[config.mk]
export PLATFORM = sky130hd
export DESIGN_NAME = nn_smoothgrad_sched_flat
export DESIGN_NICKNAME = d
export VERILOG_FILES = /design/src/rtl/nn_smoothgrad_sched_if.sv /design/src/rtl/nn_smoothgrad_sched.sv /design/src/flat_wrapper.sv
export SDC_FILE = /design/constraint.sdc
export NUM_CORES = 1
export LEC_CHECK = 0
export CAP_MARGIN = 20
export CORE_ASPECT_RATIO = 1.1
export CORE_MARGIN = 2
export CORE_UTILIZATION = 25
export CTS_CLUSTER_DIAMETER = 30
export DETAILED_ROUTE_END_ITERATION = 7
export PLACE_DENSITY = 0.54
export SETUP_SLACK_MARGIN = 0.4
export SYNTH_ARGS = -nofsm -noshare
export SYNTH_HDL_FRONTEND = slang
export SYNTH_SLANG_ARGS = --single-unit
[constraint.sdc]
create_clock -name clk -period 4.15 [get_ports clk]
set_input_delay 1.245 -clock clk [delete_from_list [all_inputs] [get_ports clk]]
set_output_delay 1.245 -clock clk [all_outputs]
set_load 0.02 [all_outputs]
[src/rtl/nn_smoothgrad_sched_if.sv]
// Bundle of the run-control inputs and schedule outputs of nn_smoothgrad_sched.
// master = controller/testbench side, slave = scheduler side.
interface nn_smoothgrad_sched_if #(
    parameter int NBANK   = 4,
    parameter int WIN_W   = 8,
    parameter int EPOCH_W = 16
);
    logic               start;
    logic               stop;
    logic [WIN_W-1:0]   window;
    logic [EPOCH_W-1:0] epochs;
    logic [7:0]         res_start;
    logic [7:0]         res_min;
    logic [7:0]         res_step;
    logic [7:0]         anneal_period;

    logic               param_init;
    logic [NBANK-1:0]   en;
    logic               train_flag;
    logic [7:0]         resistance;
    logic [EPOCH_W-1:0] epoch_cnt;
    logic               busy;
    logic               done;

    modport master (
        output start, stop, window, epochs, res_start, res_min, res_step, anneal_period,
        input  param_init, en, train_flag, resistance, epoch_cnt, busy, done
    );

    modport slave (
        input  start, stop, window, epochs, res_start, res_min, res_step, anneal_period,
        output param_init, en, train_flag, resistance, epoch_cnt, busy, done
    );
endinterface

[src/rtl/nn_smoothgrad_sched.sv]
// Training-run sequencer: forward window, then one update window per bank, per epoch.
// Define NN_SMOOTHGRAD_ANNEAL_EN to compile in the resistance anneal schedule.
module nn_smoothgrad_sched #(
    parameter int NBANK   = 4,
    parameter int WIN_W   = 8,
    parameter int EPOCH_W = 16
) (
    input  logic clk,
    input  logic init,
    nn_smoothgrad_sched_if.slave bus
);
    localparam int BANK_W = (NBANK > 1) ? $clog2(NBANK) : 1;

    typedef enum logic [2:0] {
        S_IDLE, S_LOAD, S_FWD, S_UPD, S_NEXT, S_FIN
    } state_t;

    state_t             state_reg, state_next;
    logic [WIN_W-1:0]   window_reg;
    logic [EPOCH_W-1:0] epochs_reg;
    logic [EPOCH_W-1:0] epoch_cnt_reg;
    logic [WIN_W-1:0]   win_cnt_reg;
    logic [BANK_W-1:0]  bank_reg;
    logic [7:0]         res_reg;

    logic [WIN_W-1:0]   win_eff;
    logic               win_last;
    logic               bank_last;
    logic [EPOCH_W-1:0] epoch_inc;
    logic               launch;

    // A zero-length window still gives every phase one cycle.
    assign win_eff   = (window_reg == '0) ? WIN_W'(1) : window_reg;
    assign win_last  = (win_cnt_reg == win_eff - WIN_W'(1));
    assign bank_last = (bank_reg == BANK_W'(NBANK - 1));
    assign epoch_inc = epoch_cnt_reg + EPOCH_W'(1);
    assign launch    = bus.start && !bus.stop;

`ifdef NN_SMOOTHGRAD_ANNEAL_EN
    logic [7:0] res_min_reg, res_step_reg, period_reg, anneal_cnt_reg;
    logic [7:0] res_annealed;

    // Clamp at the floor without ever forming res - step below zero.
    always_comb begin
        res_annealed = res_reg;
        if (res_reg > res_min_reg) begin
            if ((res_reg - res_min_reg) > res_step_reg)
                res_annealed = res_reg - res_step_reg;
            else
                res_annealed = res_min_reg;
        end
    end
`else
    logic unused_sched;
    assign unused_sched = ^{bus.res_min, bus.res_step, bus.anneal_period};
`endif

    // State register
    always_ff @(posedge clk or posedge init) begin
        if (init)
            state_reg <= S_IDLE;
        else
            state_reg <= state_next;
    end

    // Next-state logic; stop overrides every other transition once running
    always_comb begin
        state_next = state_reg;
        if (state_reg != S_IDLE && bus.stop) begin
            state_next = S_IDLE;
        end else begin
            case (state_reg)
                S_IDLE: if (launch) state_next = S_LOAD;
                S_LOAD: state_next = (epochs_reg == '0) ? S_FIN : S_FWD;
                S_FWD:  if (win_last) state_next = S_UPD;
                S_UPD:  if (win_last && bank_last) state_next = S_NEXT;
                S_NEXT: state_next = (epoch_inc == epochs_reg) ? S_FIN : S_FWD;
                S_FIN:  state_next = S_IDLE;
                default: state_next = S_IDLE;
            endcase
        end
    end

    // Run configuration, counters and the resistance schedule
    always_ff @(posedge clk or posedge init) begin
        if (init) begin
            window_reg    <= '0;
            epochs_reg    <= '0;
            epoch_cnt_reg <= '0;
            win_cnt_reg   <= '0;
            bank_reg      <= '0;
            res_reg       <= '0;
`ifdef NN_SMOOTHGRAD_ANNEAL_EN
            res_min_reg    <= '0;
            res_step_reg   <= '0;
            period_reg     <= '0;
            anneal_cnt_reg <= '0;
`endif
        end else begin
            case (state_reg)
                S_IDLE: begin
                    if (launch) begin
                        window_reg    <= bus.window;
                        epochs_reg    <= bus.epochs;
                        epoch_cnt_reg <= '0;
                        win_cnt_reg   <= '0;
                        bank_reg      <= '0;
                        res_reg       <= bus.res_start;
`ifdef NN_SMOOTHGRAD_ANNEAL_EN
                        res_min_reg    <= bus.res_min;
                        res_step_reg   <= bus.res_step;
                        period_reg     <= bus.anneal_period;
                        anneal_cnt_reg <= '0;
`endif
                    end
                end
                S_FWD: begin
                    if (!bus.stop) begin
                        if (win_last) begin
                            win_cnt_reg <= '0;
                            bank_reg    <= '0;
                        end else begin
                            win_cnt_reg <= win_cnt_reg + WIN_W'(1);
                        end
                    end
                end
                S_UPD: begin
                    if (!bus.stop) begin
                        if (win_last) begin
                            win_cnt_reg <= '0;
                            if (!bank_last)
                                bank_reg <= bank_reg + BANK_W'(1);
                        end else begin
                            win_cnt_reg <= win_cnt_reg + WIN_W'(1);
                        end
                    end
                end
                S_NEXT: begin
                    if (!bus.stop) begin
                        epoch_cnt_reg <= epoch_inc;
`ifdef NN_SMOOTHGRAD_ANNEAL_EN
                        if (period_reg != '0) begin
                            if (anneal_cnt_reg == period_reg - 8'd1) begin
                                anneal_cnt_reg <= '0;
                                res_reg        <= res_annealed;
                            end else begin
                                anneal_cnt_reg <= anneal_cnt_reg + 8'd1;
                            end
                        end
`endif
                    end
                end
                default: ;
            endcase
        end
    end

    // Output decode from state (and bank index) only
    logic             param_init_d, train_flag_d, busy_d, done_d;
    logic [NBANK-1:0] en_d;

    always_comb begin
        param_init_d = 1'b0;
        train_flag_d = 1'b0;
        busy_d       = (state_reg != S_IDLE);
        done_d       = 1'b0;
        case (state_reg)
            S_LOAD:  param_init_d = 1'b1;
            S_UPD:   train_flag_d = 1'b1;
            S_FIN:   done_d       = 1'b1;
            default: ;
        endcase
    end

    generate
        for (genvar gi = 0; gi < NBANK; gi++) begin : g_en
            assign en_d[gi] = (state_reg == S_UPD) && (bank_reg == BANK_W'(gi));
        end
    endgenerate

    assign bus.param_init = param_init_d;
    assign bus.en         = en_d;
    assign bus.train_flag = train_flag_d;
    assign bus.busy       = busy_d;
    assign bus.done       = done_d;
    assign bus.resistance = res_reg;
    assign bus.epoch_cnt  = epoch_cnt_reg;
endmodule

[src/flat_wrapper.sv]
// flat-port wrapper written by rule: the top's interface ports become plain ports
module nn_smoothgrad_sched_flat 
#(
    parameter int NBANK   = 4,
    parameter int WIN_W   = 8,
    parameter int EPOCH_W = 16
)
  (clk, init, bus_start, bus_stop, bus_window, bus_epochs, bus_res_start, bus_res_min, bus_res_step, bus_anneal_period, bus_param_init, bus_en, bus_train_flag, bus_resistance, bus_epoch_cnt, bus_busy, bus_done);
  nn_smoothgrad_sched_if #(.NBANK(NBANK), .WIN_W(WIN_W), .EPOCH_W(EPOCH_W)) bus_i ();
  input  logic clk;
  input  logic init;
  input wire logic [$bits(bus_i.start)-1:0] bus_start;
  input wire logic [$bits(bus_i.stop)-1:0] bus_stop;
  input wire logic [$bits(bus_i.window)-1:0] bus_window;
  input wire logic [$bits(bus_i.epochs)-1:0] bus_epochs;
  input wire logic [$bits(bus_i.res_start)-1:0] bus_res_start;
  input wire logic [$bits(bus_i.res_min)-1:0] bus_res_min;
  input wire logic [$bits(bus_i.res_step)-1:0] bus_res_step;
  input wire logic [$bits(bus_i.anneal_period)-1:0] bus_anneal_period;
  output wire logic [$bits(bus_i.param_init)-1:0] bus_param_init;
  output wire logic [$bits(bus_i.en)-1:0] bus_en;
  output wire logic [$bits(bus_i.train_flag)-1:0] bus_train_flag;
  output wire logic [$bits(bus_i.resistance)-1:0] bus_resistance;
  output wire logic [$bits(bus_i.epoch_cnt)-1:0] bus_epoch_cnt;
  output wire logic [$bits(bus_i.busy)-1:0] bus_busy;
  output wire logic [$bits(bus_i.done)-1:0] bus_done;
  assign bus_i.start = bus_start;
  assign bus_i.stop = bus_stop;
  assign bus_i.window = bus_window;
  assign bus_i.epochs = bus_epochs;
  assign bus_i.res_start = bus_res_start;
  assign bus_i.res_min = bus_res_min;
  assign bus_i.res_step = bus_res_step;
  assign bus_i.anneal_period = bus_anneal_period;
  assign bus_param_init = bus_i.param_init;
  assign bus_en = bus_i.en;
  assign bus_train_flag = bus_i.train_flag;
  assign bus_resistance = bus_i.resistance;
  assign bus_epoch_cnt = bus_i.epoch_cnt;
  assign bus_busy = bus_i.busy;
  assign bus_done = bus_i.done;
  nn_smoothgrad_sched #(.NBANK(NBANK), .WIN_W(WIN_W), .EPOCH_W(EPOCH_W)) u_core (.clk(clk), .init(init), .bus(bus_i));
endmodule
==> impl_metrics.prom <==
# TYPE chip_impl_metric gauge
chip_impl_info{name="crit_type",value="flop to output port"} 1
chip_impl_info{name="hold_path.class",value="flop to flop"} 1
chip_impl_metric{name="post_synth_edffs",unit=""} 0
chip_impl_metric{name="yosys.cell_types.count",unit=""} 53
chip_impl_metric{name="grt_start_max_net_pins",unit=""} 32
chip_impl_metric{name="syn_to_final_growth",unit="%"} 31.77
chip_impl_metric{name="cp.buffers_inverters",unit=""} 2
chip_impl_metric{name="hold-worst-slack",unit="ps"} 500.3
chip_impl_metric{name="slew_worst_pin",unit="ps"} 792.5
chip_impl_metric{name="drv.max_cap_violation_count",unit=""} 0
chip_impl_metric{name="yosys.area.top_type_share",unit=""} 0.4185
chip_impl_metric{name="synth.yosys.warnings",unit=""} 0
chip_impl_info{name="synth_top_cells_by_area",value="sky130_fd_sc_hd__dfrtp_1, sky130_fd_sc_hd__mux2_2, sky130_fd_sc_hd__xnor2_1"} 1
chip_impl_metric{name="fin_tns_setup",unit="ps"} 0
chip_impl_metric{name="worstPathArrival",unit="ps"} 2170
chip_impl_metric{name="cts-hold-fix-buffers",unit=""} 0
chip_impl_metric{name="grt_pass1_wl",unit="mm"} 15.77
chip_impl_metric{name="synth_sequential_area_ratio",unit=""} 0.4185
chip_impl_metric{name="die-width",unit="µm"} 119.2
chip_impl_metric{name="grt_overflow_total",unit=""} 0
chip_impl_metric{name="postLayoutCellArea",unit="µm²"} 4806
chip_impl_metric{name="detailed_place_hpwl",unit="mm"} 7.147
chip_impl_info{name="synth_top_cell_by_area",value="sky130_fd_sc_hd__dfrtp_1"} 1
chip_impl_metric{name="via_count_of_the_first_global_routing_pass",unit=""} 3146
chip_impl_metric{name="syn-cell-area",unit="µm²"} 3647
chip_impl_metric{name="antenna_found_initial",unit=""} 0
chip_impl_metric{name="initial_utilization",unit=""} 0.2545
chip_impl_metric{name="antenna_left",unit=""} 0
chip_impl_metric{name="asyncSetResetFlopFracSynth",unit=""} 1.000
chip_impl_metric{name="cellLeakagePower",unit="nW"} 1.910
chip_impl_metric{name="route.vias.total",unit=""} 3038
chip_impl_info{name="worstSetupStartpointType",value="flop"} 1
chip_impl_metric{name="drt_iter0_markers",unit=""} 99
chip_impl_metric{name="fill_cells",unit=""} 1443
chip_impl_metric{name="synth-seq-cells",unit=""} 61
chip_impl_metric{name="minimum_period_implied_by_the_final_worst_setup_slack",unit="ps"} 3413
chip_impl_metric{name="post_cts.repair.setup_buffers",unit=""} 0
chip_impl_metric{name="number_of_nets_in_the_synthesized_netlist",unit=""} 444
chip_impl_metric{name="finalWeightedCongestion",unit=""} 0.8851
chip_impl_metric{name="post_synth_inst_count",unit=""} 377
chip_impl_info{name="crit_path_cell_trace",value="inv_1 > nand2_1 > nor2_1 > and2_1 > clkdlybuf4s50_1"} 1
chip_impl_info{name="root_buffer_selected_by_cts",value="sky130_fd_sc_hd__clkbuf_16"} 1
chip_impl_metric{name="route.detailed.vias_per_inst",unit=""} 4.777
chip_impl_metric{name="io-pin-count",unit=""} 92
chip_impl_info{name="synthFlopType",value="sky130_fd_sc_hd__dfrtp_1"} 1
chip_impl_info{name="most_used_cells_in_the_layout_excluding_fill_and_tap_cells",value="sky130_fd_sc_hd__clkdlybuf4s50_1, sky130_fd_sc_hd__dfrtp_1, sky130_fd_sc_hd__nand2_1"} 1
chip_impl_metric{name="total_wire_length_after_detailed_routing",unit="mm"} 9.486
chip_impl_info{name="clock_tree_from_tritoncts",value="built"} 1
chip_impl_metric{name="power_per_cell_area",unit="nW/µm²"} 486.4
chip_impl_metric{name="i_o_buffers",unit=""} 67
chip_impl_metric{name="max_stage_delay",unit="ps"} 620
chip_impl_info{name="endpoint_kind",value="output port"} 1
chip_impl_metric{name="fp-row-count",unit=""} 46
chip_impl_metric{name="design.die.area",unit="µm²"} 15570
chip_impl_metric{name="worst_setup_hold_path_clk_slew",unit="ps"} 60
chip_impl_metric{name="route.detailed.drc",unit=""} 0
chip_impl_metric{name="cts_max_path_buffers",unit=""} 2
chip_impl_metric{name="first_drt_pass_iteration_count",unit=""} 5
chip_impl_metric{name="clock-sinks",unit=""} 61
chip_impl_info{name="unrepaired_setup_endpoints_after_global_routing",value="no"} 1
chip_impl_metric{name="worst_ep_required_time",unit="ps"} 2900
chip_impl_metric{name="cts-htree-levels",unit=""} 3
chip_impl_metric{name="finalClockSkew",unit="ps"} 8.257
chip_impl_metric{name="worst-path-max-fanout",unit=""} 7
chip_impl_metric{name="design.final.nets",unit=""} 506
chip_impl_metric{name="cts_inserted_buffers",unit=""} 9
chip_impl_metric{name="fp.coreArea",unit="µm²"} 14330
chip_impl_metric{name="final_max_slew_viol_count",unit=""} 0
chip_impl_info{name="run_status",value="finished clean"} 1
chip_impl_metric{name="max_slew_margin_vs_limit",unit=""} 0.4668
chip_impl_metric{name="period_share",unit=""} 0.8225
chip_impl_metric{name="dpl_worst_slack",unit="ps"} 694.8
chip_impl_metric{name="drive_gt1_frac",unit=""} 0.1532
chip_impl_metric{name="timing_hold_violations_final",unit=""} 0
chip_impl_info{name="cpLargestDelayFamily",value="buffers and inverters"} 1
chip_impl_metric{name="total_power",unit="W"} 0.002338
chip_impl_metric{name="groute.usage.overall",unit=""} 0.1280
chip_impl_metric{name="post-route-worst-setup-slack",unit="ps"} 736.8
chip_impl_metric{name="antennaDiodeCount",unit=""} 0
chip_impl_metric{name="worst_ir_drop_vdd",unit="mV"} 0.1812
chip_impl_metric{name="post_dp_cell_area",unit="µm²"} 4504
chip_impl_metric{name="die_y",unit="µm"} 130.7
chip_impl_info{name="layout_commonest_cell",value="sky130_fd_sc_hd__clkdlybuf4s50_1"} 1
chip_impl_metric{name="report.final.setup_viol",unit=""} 0
chip_impl_metric{name="clk_latency",unit="ps"} 330
chip_impl_metric{name="achievable-frequency",unit="GHz"} 0.2930
chip_impl_metric{name="synth_area_per_cell",unit="µm²"} 9.674
chip_impl_metric{name="cts.repair.resized",unit=""} 0
chip_impl_info{name="worst_path_max_delay_cell",value="sky130_fd_sc_hd__clkdlybuf4s50_1"} 1
chip_impl_metric{name="per_cell_routed_wire_length",unit="µm"} 14.92
cell families after synthesis:
| family | count (synthesis) | synth area share |
|---|---|---|
| compound gates | 72 | 0.1314 |
| xor+xnor | 34 | 0.08645 |
| fa+ha+maj | 7 | 0.02401 |
| buf+inv | 30 | 0.03430 |
| flops | 61 | 0.4185 |
| mux | 36 | 0.1101 |
| simple gates | 137 | 0.1952 |
area by class of cell:
class,instances,area [µm²],share of cell area
Inverter,9,33.78,0.007029
Sequential cell,61,1526,0.3176
Multi-Input combinational cell,286,1996,0.4153
Timing Repair Buffer,72,708.2,0.1474
Clock buffer,10,239.0,0.04973
Clock inverter,6,62.56,0.01302
Tap cell,192,240.2,0.04999
cells in the mapped netlist, drive strengths merged, types with 3 or more instances:
library cell / count
o21bai: 3
nor3b: 4
nor3: 12
and3: 5
nand2b: 3
a21o: 3
mux2: 33
nor2b: 4
nand3: 14
a22o: 3
o31ai: 4
mux2i: 3
o21ai: 29
or3: 3
inv: 9
a21oi: 10
nor4: 11
nor2: 23
clkbuf: 15
nand2: 38
ha: 7
a31oi: 3
o41ai: 3
xnor2: 20
dfrtp: 61
buf: 6
nand4: 8
and2: 6
xor2: 13
metrics by stage:
| stage | util | cells |
|---|---|---|
| 2_1_floorplan | - | 377 |
| 6_report | 0.3353 | 636 |
| 4_1_cts | 0.3353 | 636 |
| 5_1_grt | 0.3353 | 636 |
| 3_3_place_gp | 0.3143 | 620 |
| 3_5_place_dp | 0.3143 | 620 |
layer usage:
layer / part of all wire / wire [µm] / global-route usage / vias up
li1: - / - / - / 1472
met1: 0.42 / 4006 / 0.1457 / 1482
met2: 0.51 / 4854 / 0.2258 / 77
met3: 0.055 / 524 / 0.04253 / 7
met4: 0.010 / 99 / 0.04552 / 0
met5: 0 / 0 / 0 / -
power by group:
| part | leakage [nW] | switching (W) | total [W] | internal (W) |
|---|---|---|---|---|
| Combinational | 0.991 | 0.000309 | 0.000685 | 0.000376 |
| Clock | 0.140 | 0.000277 | 0.000756 | 0.000478 |
| Sequential | 0.779 | 0.000162 | 0.000897 | 0.000735 |
path summary, 6_finish.rpt:
kind                                                      start                                   end  slack (ps)  depth (start not counted)
hold reg to reg            u_core.bus.resistance[5]$_DFFE_PP0P_  u_core.bus.resistance[5]$_DFFE_PP0P_         500                          1
setup / recovery                u_core.state_reg[2]$_DFFE_PP0P_                             bus_en[3]         740                          5
hold / removal             u_core.bus.resistance[5]$_DFFE_PP0P_  u_core.bus.resistance[5]$_DFFE_PP0P_         500                          1
min in group asynchronous                                  init  u_core.bus.resistance[3]$_DFFE_PP0P_        1330                          2
max in group asynchronous                                  init      u_core.epochs_reg[7]$_DFFE_PP0P_        2110                          3
setup reg to reg               u_core.window_reg[2]$_DFFE_PP0P_     u_core.win_cnt_reg[6]$_DFFE_PP0P_         740                         10
Power figures use the tool's default switching activity.
